### src/rtl/complex_pkg.sv
//==============================================================================
// Module      : complex_pkg
// Description : Shared mode encodings and output-width helper for complex_mac.
// Revision    : 1.0 - initial release
//==============================================================================
`default_nettype none

package complex_pkg;

  localparam logic MODE_MUL = 1'b0;
  localparam logic MODE_ACC = 1'b1;

  // Two 2W-bit products summed, then up to acc_len results accumulated.
  function automatic int calc_ow(input int w, input int acc_len);
    return 2 * w + 1 + $clog2(acc_len);
  endfunction

endpackage

`default_nettype wire

### src/rtl/complex_mult_stage.sv
//==============================================================================
// Module      : complex_mult_stage
// Description : First pipeline stage; registers the four signed partial products.
// Revision    : 1.0 - initial release
//==============================================================================
`default_nettype none

module complex_mult_stage #(
  parameter int W = 8
) (
  input  logic                  clk,
  input  logic                  rst,
  input  logic                  load,
  input  logic signed [W-1:0]   a_real,
  input  logic signed [W-1:0]   a_imag,
  input  logic signed [W-1:0]   b_real,
  input  logic signed [W-1:0]   b_imag,
  output logic signed [2*W-1:0] p_rr,
  output logic signed [2*W-1:0] p_ii,
  output logic signed [2*W-1:0] p_ri,
  output logic signed [2*W-1:0] p_ir
);

  logic signed [2*W-1:0] w_ar;
  logic signed [2*W-1:0] w_ai;
  logic signed [2*W-1:0] w_br;
  logic signed [2*W-1:0] w_bi;

  // Operands widened first so each product is formed at its full 2W width.
  assign w_ar = {{W{a_real[W-1]}}, a_real};
  assign w_ai = {{W{a_imag[W-1]}}, a_imag};
  assign w_br = {{W{b_real[W-1]}}, b_real};
  assign w_bi = {{W{b_imag[W-1]}}, b_imag};

  always_ff @(posedge clk) begin
    if (rst) begin
      p_rr <= '0;
      p_ii <= '0;
      p_ri <= '0;
      p_ir <= '0;
    end else if (load) begin
      p_rr <= w_ar * w_br;
      p_ii <= w_ai * w_bi;
      p_ri <= w_ar * w_bi;
      p_ir <= w_ai * w_br;
    end
  end

endmodule

`default_nettype wire

### src/rtl/complex_mac.sv
//==============================================================================
// Module      : complex_mac
// Description : Two-stage complex multiplier / accumulator with valid-ready flow.
// Revision    : 1.0 - initial release
//==============================================================================
`default_nettype none

module complex_mac
  import complex_pkg::*;
#(
  parameter  int W       = 8,
  parameter  int ACC_LEN = 4,
  localparam int OW      = calc_ow(W, ACC_LEN)
) (
  input  logic                 clk,
  input  logic                 rst,
  input  logic                 in_valid,
  output logic                 in_ready,
  input  logic signed [W-1:0]  a_real,
  input  logic signed [W-1:0]  a_imag,
  input  logic signed [W-1:0]  b_real,
  input  logic signed [W-1:0]  b_imag,
  input  logic                 conj_b,
  input  logic                 mode,
  output logic                 out_valid,
  input  logic                 out_ready,
  output logic signed [OW-1:0] z_real,
  output logic signed [OW-1:0] z_imag
);

  localparam int            c_cw   = $clog2(ACC_LEN);
  localparam logic [c_cw-1:0] c_last = c_cw'(ACC_LEN - 1);

  logic w_en;
  logic w_accept;
  logic w_first;
  logic w_beat_mode;
  logic w_beat_last;

  logic [c_cw-1:0] r_cnt;
  logic            r_mode;
  logic            r_s1_valid;
  logic            r_s1_mode;
  logic            r_s1_conj;
  logic            r_s1_last;
  logic            r_s1_first;
  logic            r_out_valid;
  logic signed [OW-1:0] r_acc_real;
  logic signed [OW-1:0] r_acc_imag;
  logic signed [OW-1:0] r_z_real;
  logic signed [OW-1:0] r_z_imag;

  logic signed [2*W-1:0] w_p_rr;
  logic signed [2*W-1:0] w_p_ii;
  logic signed [2*W-1:0] w_p_ri;
  logic signed [2*W-1:0] w_p_ir;
  logic signed [OW-1:0]  w_rr;
  logic signed [OW-1:0]  w_ii;
  logic signed [OW-1:0]  w_ri;
  logic signed [OW-1:0]  w_ir;
  logic signed [OW-1:0]  w_sum_real;
  logic signed [OW-1:0]  w_sum_imag;
  logic signed [OW-1:0]  w_acc_real;
  logic signed [OW-1:0]  w_acc_imag;

  assign w_en     = !r_out_valid || out_ready;
  assign in_ready = w_en && !rst;
  assign w_accept = in_valid && in_ready;

  // Mode is only sampled on a group's first beat; later beats follow the latch.
  assign w_first     = (r_cnt == '0);
  assign w_beat_mode = w_first ? mode : r_mode;
  assign w_beat_last = (w_beat_mode == MODE_MUL) || (r_cnt == c_last);

  complex_mult_stage #(
    .W (W)
  ) u_mult (
    .clk    (clk),
    .rst    (rst),
    .load   (w_accept),
    .a_real (a_real),
    .a_imag (a_imag),
    .b_real (b_real),
    .b_imag (b_imag),
    .p_rr   (w_p_rr),
    .p_ii   (w_p_ii),
    .p_ri   (w_p_ri),
    .p_ir   (w_p_ir)
  );

  assign w_rr = {{(OW-2*W){w_p_rr[2*W-1]}}, w_p_rr};
  assign w_ii = {{(OW-2*W){w_p_ii[2*W-1]}}, w_p_ii};
  assign w_ri = {{(OW-2*W){w_p_ri[2*W-1]}}, w_p_ri};
  assign w_ir = {{(OW-2*W){w_p_ir[2*W-1]}}, w_p_ir};

  assign w_sum_real = r_s1_conj ? (w_rr + w_ii) : (w_rr - w_ii);
  assign w_sum_imag = r_s1_conj ? (w_ir - w_ri) : (w_ir + w_ri);
  assign w_acc_real = r_s1_first ? w_sum_real : (r_acc_real + w_sum_real);
  assign w_acc_imag = r_s1_first ? w_sum_imag : (r_acc_imag + w_sum_imag);

  always_ff @(posedge clk) begin
    if (rst) begin
      r_cnt       <= '0;
      r_mode      <= MODE_MUL;
      r_s1_valid  <= 1'b0;
      r_s1_mode   <= MODE_MUL;
      r_s1_conj   <= 1'b0;
      r_s1_last   <= 1'b0;
      r_s1_first  <= 1'b0;
      r_out_valid <= 1'b0;
      r_acc_real  <= '0;
      r_acc_imag  <= '0;
      r_z_real    <= '0;
      r_z_imag    <= '0;
    end else if (w_en) begin
      r_s1_valid <= w_accept;
      if (w_accept) begin
        r_s1_mode  <= w_beat_mode;
        r_s1_conj  <= conj_b;
        r_s1_last  <= w_beat_last;
        r_s1_first <= w_first;
        if (w_first) begin
          r_mode <= mode;
        end
        if (w_beat_mode == MODE_ACC) begin
          r_cnt <= w_beat_last ? '0 : r_cnt + c_cw'(1);
        end
      end

      r_out_valid <= 1'b0;
      if (r_s1_valid) begin
        if (r_s1_mode == MODE_ACC) begin
          r_acc_real <= w_acc_real;
          r_acc_imag <= w_acc_imag;
          if (r_s1_last) begin
            r_out_valid <= 1'b1;
            r_z_real    <= w_acc_real;
            r_z_imag    <= w_acc_imag;
          end
        end else begin
          r_out_valid <= 1'b1;
          r_z_real    <= w_sum_real;
          r_z_imag    <= w_sum_imag;
        end
      end
    end
  end

  assign out_valid = r_out_valid;
  assign z_real    = r_z_real;
  assign z_imag    = r_z_imag;

endmodule

`default_nettype wire
### config.mk
export PLATFORM = sky130hd
export DESIGN_NAME = complex_mac
export DESIGN_NICKNAME = d
export VERILOG_FILES = /design/src/rtl/complex_pkg.sv /design/src/rtl/complex_mult_stage.sv /design/src/rtl/complex_mac.sv
export SDC_FILE = /design/constraint.sdc
export NUM_CORES = 1
export LEC_CHECK = 0
export ABC_AREA = 1
export BUFFER_PORTS_ARGS = -buffer_cell sky130_fd_sc_hd__clkbuf_2
export CORE_ASPECT_RATIO = 0.5
export CORE_MARGIN = 4
export CORE_UTILIZATION = 30
export DETAILED_ROUTE_END_ITERATION = 12
export GPL_TIMING_DRIVEN = 0
export PLACE_DENSITY = 0.57
export SYNTH_ARGS = -nofsm -noshare
export SYNTH_HDL_FRONTEND = slang
export SYNTH_SLANG_ARGS = --single-unit
### constraint.sdc
create_clock -name clk -period 5.8 [get_ports clk]
set_clock_uncertainty 0.15 [all_clocks]
set_input_delay 1.45 -clock clk [delete_from_list [all_inputs] [get_ports clk]]
set_output_delay 1.45 -clock clk [all_outputs]
set_load 0.005 [all_outputs]
# --- Word level (Yosys, flattened, before mapping) ---
# Cells that the tools add are included.
word_totals:
  mem_bits_ro: 0
  latchBits: 0
  mem_count: 0
  elab_cells: 53
  ramBits: 0
  regBits: 148
op_classes:
  shift: 0
  add_sub_neg: 7
  muxes: 13
  n_bitwise: 1
  n_eq_ne: 2
  div_mod_pow: 0
  mul: 4
  order_cmp: 0
  n_reduce_logical: 11
ops:
  columns: ["operator", "n"]
  rows:
  - ["two-way mux 19 bit", 8]
  - ["multiplier 8 x 8 -> 16 bit", 4]
  - ["adder 19 bit", 2]
  - ["adder 16 x 16 -> 17 bit", 2]
  - ["subtractor 16 x 16 -> 17 bit", 2]
  - ["AND reduction 3 bit", 3]
  - ["two-way mux 1 bit", 4]
  - ["adder 2 x 1 -> 2 bit, second input constant", 1]
  - ["equality test 2 bit, second input constant", 1]
  - ["logical AND 1 bit", 2]
  - ["zero test 1 bit", 2]
  - ["zero test 2 bit", 1]
  - ["logical OR 1 bit", 2]
  - ["two-way mux 2 bit", 1]
  - ["inequality test 2 x 1 -> 1 bit, second input constant", 1]
  - ["AND reduction 2 bit", 1]
  - ["NOT 1 bit", 1]

# --- Logic depth before layout (Yosys ltp) ---
depth:
  depth_word: 6
  depth_mapped: 33
  mapped_depth_nobuf: 33

# --- Modules after synthesis ---
# From an unflattened synthesis, not the netlist that was laid out.
unflattened:
  hier_cells: 3305
  hier_area_um2: 22072.4
by_module_without_submodules:
  columns: ["module", "n_inst", "seq_area_each_um2", "cells_per_inst", "area_each_um2"]
  rows:
  - ["complex_mult_stage", 1, 1281.2, 1899, 13286.5]
  - ["complex_mac", 1, 1681.6, 1406, 8785.9]

# --- Least setup slack after synthesis ---
# Ideal clock, no wire load.
synth_path:
  kind: "input to register"
  start: "input port b_imag[2]"
  end: "register u_mult.p_ri[12]"
  path_buffers: 2
  cell_stages: 19
  arrival_ns: 5.313
  slack_ns: 0.208
  cell_sequence: "clkbuf_1 > clkbuf_1 > nand2_1 > fa_1 > fa_1 > inv_1 > fa_1 > inv_1 > fa_1 > inv_1 > ha_1 > a21oi_1 > nand2_1 > nand2_1 > nand2_1 > a21oi_1 > o21bai_1 > o21ai_0 > o31ai_1"
synth_between:
  elab_chain_cells: 1
synth_rtl:
  columns: ["item", "line", "rtl"]
  rows:
  - ["from (decl)", "complex_mac.sv:22", "input logic signed [W-1:0] b_imag,"]
  - ["multiplier 8 x 8 -> 16 bit", "complex_mult_stage.sv:44", "p_ri <= w_ar * w_bi;"]
  - ["to (signal assigned)", "complex_mult_stage.sv:44", null]
  - ["to (decl)", "complex_mult_stage.sv:20", "output logic signed [2*W-1:0] p_ri,"]
# Every way passes these cells.
# A chain may end at the register's enable or synchronous reset.

# --- Worst setup path after layout ---
layout_path:
  start: "input port b_imag[6]"
  end: "register u_mult.p_ii[12]"
layout_between:
  elab_chain_cells: 1
layout_rtl:
  columns: ["item", "line", "rtl"]
  rows:
  - ["multiplier 8 x 8 -> 16 bit", "complex_mult_stage.sv:43", "p_ii <= w_ai * w_bi;"]
  - ["to (signal assigned)", "complex_mult_stage.sv:43", null]
  - ["to (decl)", "complex_mult_stage.sv:19", "output logic signed [2*W-1:0] p_ii,"]
# Every way passes these cells.

==> impl_metrics.csv <==
group,metric,value,unit
critical_path,crit_start,"b_imag[6]",
cts,clock_sinks,148,
detailed_routing,remaining_drc_errors,0,
detailed_routing,vias_per_cell,4.70,
floorplanning,dieArea,74900,um2
critical_path,critPathBufInv,5,
floorplanning,row_count,68,
hold_path,hp-start,"z_imag[5]",
synth,yosys_warnings,0,
placed_design,placed_area,22600,um2
hold_path,hold_path.class,"reg2reg",
finish,drive_above_1_share,7.88,%
global_routing,grt_pass1_wl,107000,um
floorplanning,start_util,30.4,%
cts,cts_root_buffer,"clkbuf_16",
critical_path,cp_max_fo,10,
cts,cts_setup_buffers,0,
detailed_routing,dr.pass1.iters,5,
global_routing,grt_usage,18.1,%
placed_design,place_hpwl,55000,um
pwr,power.share.combinational,77.0,%
pwr,power.share.switching,56.6,%
detailed_routing,drtIter0Drc,1534,
critical_path,worst_path_max_delay_cell,"fa_1",
placed_design,place_inst,4041,
synth,synth_top_cell_by_area,"fa_1",
global_routing,grt_max_degree,17,
cts,cts_tree,"done",
job,drv_cap,0,
critical_path,cp.required,5940,ps
cts,clock_latency,440,ps
synth,yosysTopAreaCellShare,21.2,%
sta,finalSetupTns,0,ps
pwr,p_clk_share,10.6,%
placed_design,port_buffers,63,
global_routing,grt-ovfl-total,0,
floorplanning,fp.dieW,383,um
cts,cts_buffers,17,
synth,synth_cells,3033,
cts,clkTransAtPathRegs,70,ps
finish,nets,3565,
pwr,switching_power,0.00621,W
synth,synth_edf_count,0,
pwr,power,0.0110,W
sta,setup_viol,0,
sta,period_minus_slack,5590,ps
pwr,cellInternalPower,0.00477,W
pwr,p_leak,12.9,nW
global_routing,antenna_found_initial,5,
finish,final_cell_mix,"765 x nand2_1, 651 x inv_1, 223 x fa_1, 199 x nand3_1, 194 x ha_1",
synth,synth_area_leaders,"fa_1 21%, dfxtp_1 14%, nand2_1 14%",
placed_design,place_congestion,0.918,
critical_path,slowest_delay,490,ps
critical_path,path_delay_family,"adder cells",
detailed_routing,finalWirelength,67100,um
pwr,vdd_drop_max,0.222,mV
sta,slew_headroom,35.0,%
detailed_routing,post_drt_wl_per_cell,16.5,um
cts,cts_hold_buf,0,
critical_path,start_kind,"input port",
floorplanning,ios,78,
critical_path,rr_startpoint,"r_s1_conj",
critical_path,worstPathCellList,"clkbuf_2, buf_4, nand2_1, fa_1, fa_1, inv_1, fa_1, inv_1, fa_1, inv_1, ha_1, a21oi_1, nand2_1, nand2_1, nand2_1, a21oi_2, o21bai_1, o21ai_2, o31ai_1",
synth,synth.distinct_cells,50,
sta,hold_viol,0,
finish,nFillCells,7500,
synth,yosysSeqAreaShare,14.0,%
floorplanning,die_y,196,um
detailed_routing,vias,19100,
finish,final_common_cell,"nand2_1",
finish,final_area,23300,um2
sta,fmax,179,MHz
pwr,powerDensity,471,nW/um2
run_status,status,"completed",
synth,async_reset_ff_share,0,%
global_routing,grt_pass1_vias,19100,
synth,netlist_area,21100,um2
synth,syn_nets,3491,
sta,final_max_slew_viol_count,0,
critical_path,critPathKind,"in2reg",
sta,period_share,96.4,%
critical_path,crit_arrival,5730,ps
detailed_routing,ant_nets,0,
cts,cts_buffer_depth,2,
cts,htreeDepth,4,
critical_path,end_kind,"flop",
synth,avgSynthCellArea,6.96,um2
synth,ys.flop_type,"dfxtp_1",
finish,area_delta_synth_final,10.4,%
synth,ys_ff_latch,148,
pwr,p_seq_share,12.3,%
sta,tightest_slew,975,ps
finish,final_cells,4067,
floorplanning,core_area,69300,um2
==> power groups by stage <==
stage	registers [W]	clock network (W)	logic [W]
global route	0.00137	0.00121	0.00959
CTS	0.00135	0.00116	0.00828
global placement	0.00137	0	0.00813
floorplan	0.00133	0	0.00598
finish	0.00135	0.00117	0.00846
detailed placement	0.00137	0	0.00820
==> final timing paths <==
check | to | slack, ps | depth (start not counted)
max | u_mult.p_ii[12] | 210 | 19
min reg2reg | z_imag[5] | 320 | 2
min | z_imag[5] | 320 | 2
max reg2reg | r_acc_real[18] | 1110 | 25
==> timing repair <==
action,in CTS,in global routing
resized for setup,34,74
setup endpoints to repair,27,23
pin swaps,0,3
==> state kept, by name, indices dropped and copies added, names as in the netlist, 2 cells and up <==
name	flops
u_mult.p_ir	16
u_mult.p_ri	16
z_imag	19
r_acc_imag	19
u_mult.p_ii	16
z_real	19
r_acc_real	19
r_cnt	2
u_mult.p_rr	16
==> per-stage QoR <==
stage | worst slack, ps | utilization (%) | hold slack (ps)
2_1_floorplan | 208 | - | 292
3_3_place_gp | -1320 | 32.6 | 304
3_5_place_dp | -1240 | 32.6 | 311
4_1_cts | 13.5 | 33.5 | 321
5_1_grt | -18.2 | 33.6 | 332
6_report | 211 | 33.6 | 318
==> per-layer routing <==
metal | share of wire [%] | wire length, um | up-vias | global-route usage [%]
li1 | - | - | 9500 | -
met4 | 1.9 | 1300 | 6 | 3.88
met1 | 46 | 31100 | 9016 | 25.0
met5 | 0.042 | 28 | - | 0
met3 | 5.6 | 3770 | 71 | 2.26
met2 | 46 | 30800 | 518 | 30.4
==> final cells by class <==
cell class	count	area, um2	share of cell area [%]
buffer	104	576	2.47
inverter	661	2480	10.6
timing repair buffer	63	315	1.35
clock buffer	19	433	1.86
tap	945	1180	5.07
sequential	148	2960	12.7
clock inverter	13	149	0.639
antenna	2	5.00	0.0215
multi-input combinational	2112	15200	65.2
==> cells in the mapped netlist, types with 8 or more instances <==
master    number
xnor2_1       28
buf_2         22
a21o_1        11
o21ai_0      133
inv_1        651
or2_2          8
fa_1         224
nand4_1       14
dfxtp_1      148
clkbuf_1      80
a21oi_1      168
xor2_1        56
a31oi_1       12
inv_2         10
o21ai_1       12
nand2_2       20
nand3_1      199
ha_1         196
o211ai_1      18
a21oi_2       17
nor3_1        16
nand2_1      765
nor2_1       112
nand3b_1      16
o31ai_1       11
o21bai_1      34
==> kinds of logic after synthesis <==
family                   Yosys count  share of synthesized area, %
AO/OA/AOI/OAI                    426                          11.5
XOR/XNOR                          87                          3.72
adder cells (fa/ha/maj)          420                          32.9
buffers and inverters            773                          14.2
flip-flops                       148                          14.0
AND/OR/NAND/NOR                 1179                          23.7
==> tightest hold or removal path: stages, from the launching register on <==
cell and delay [ps]:
dfxtp_1 310, nand2_1 60, a21oi_1 60
Note: power is estimated with default switching activity, not from simulation.
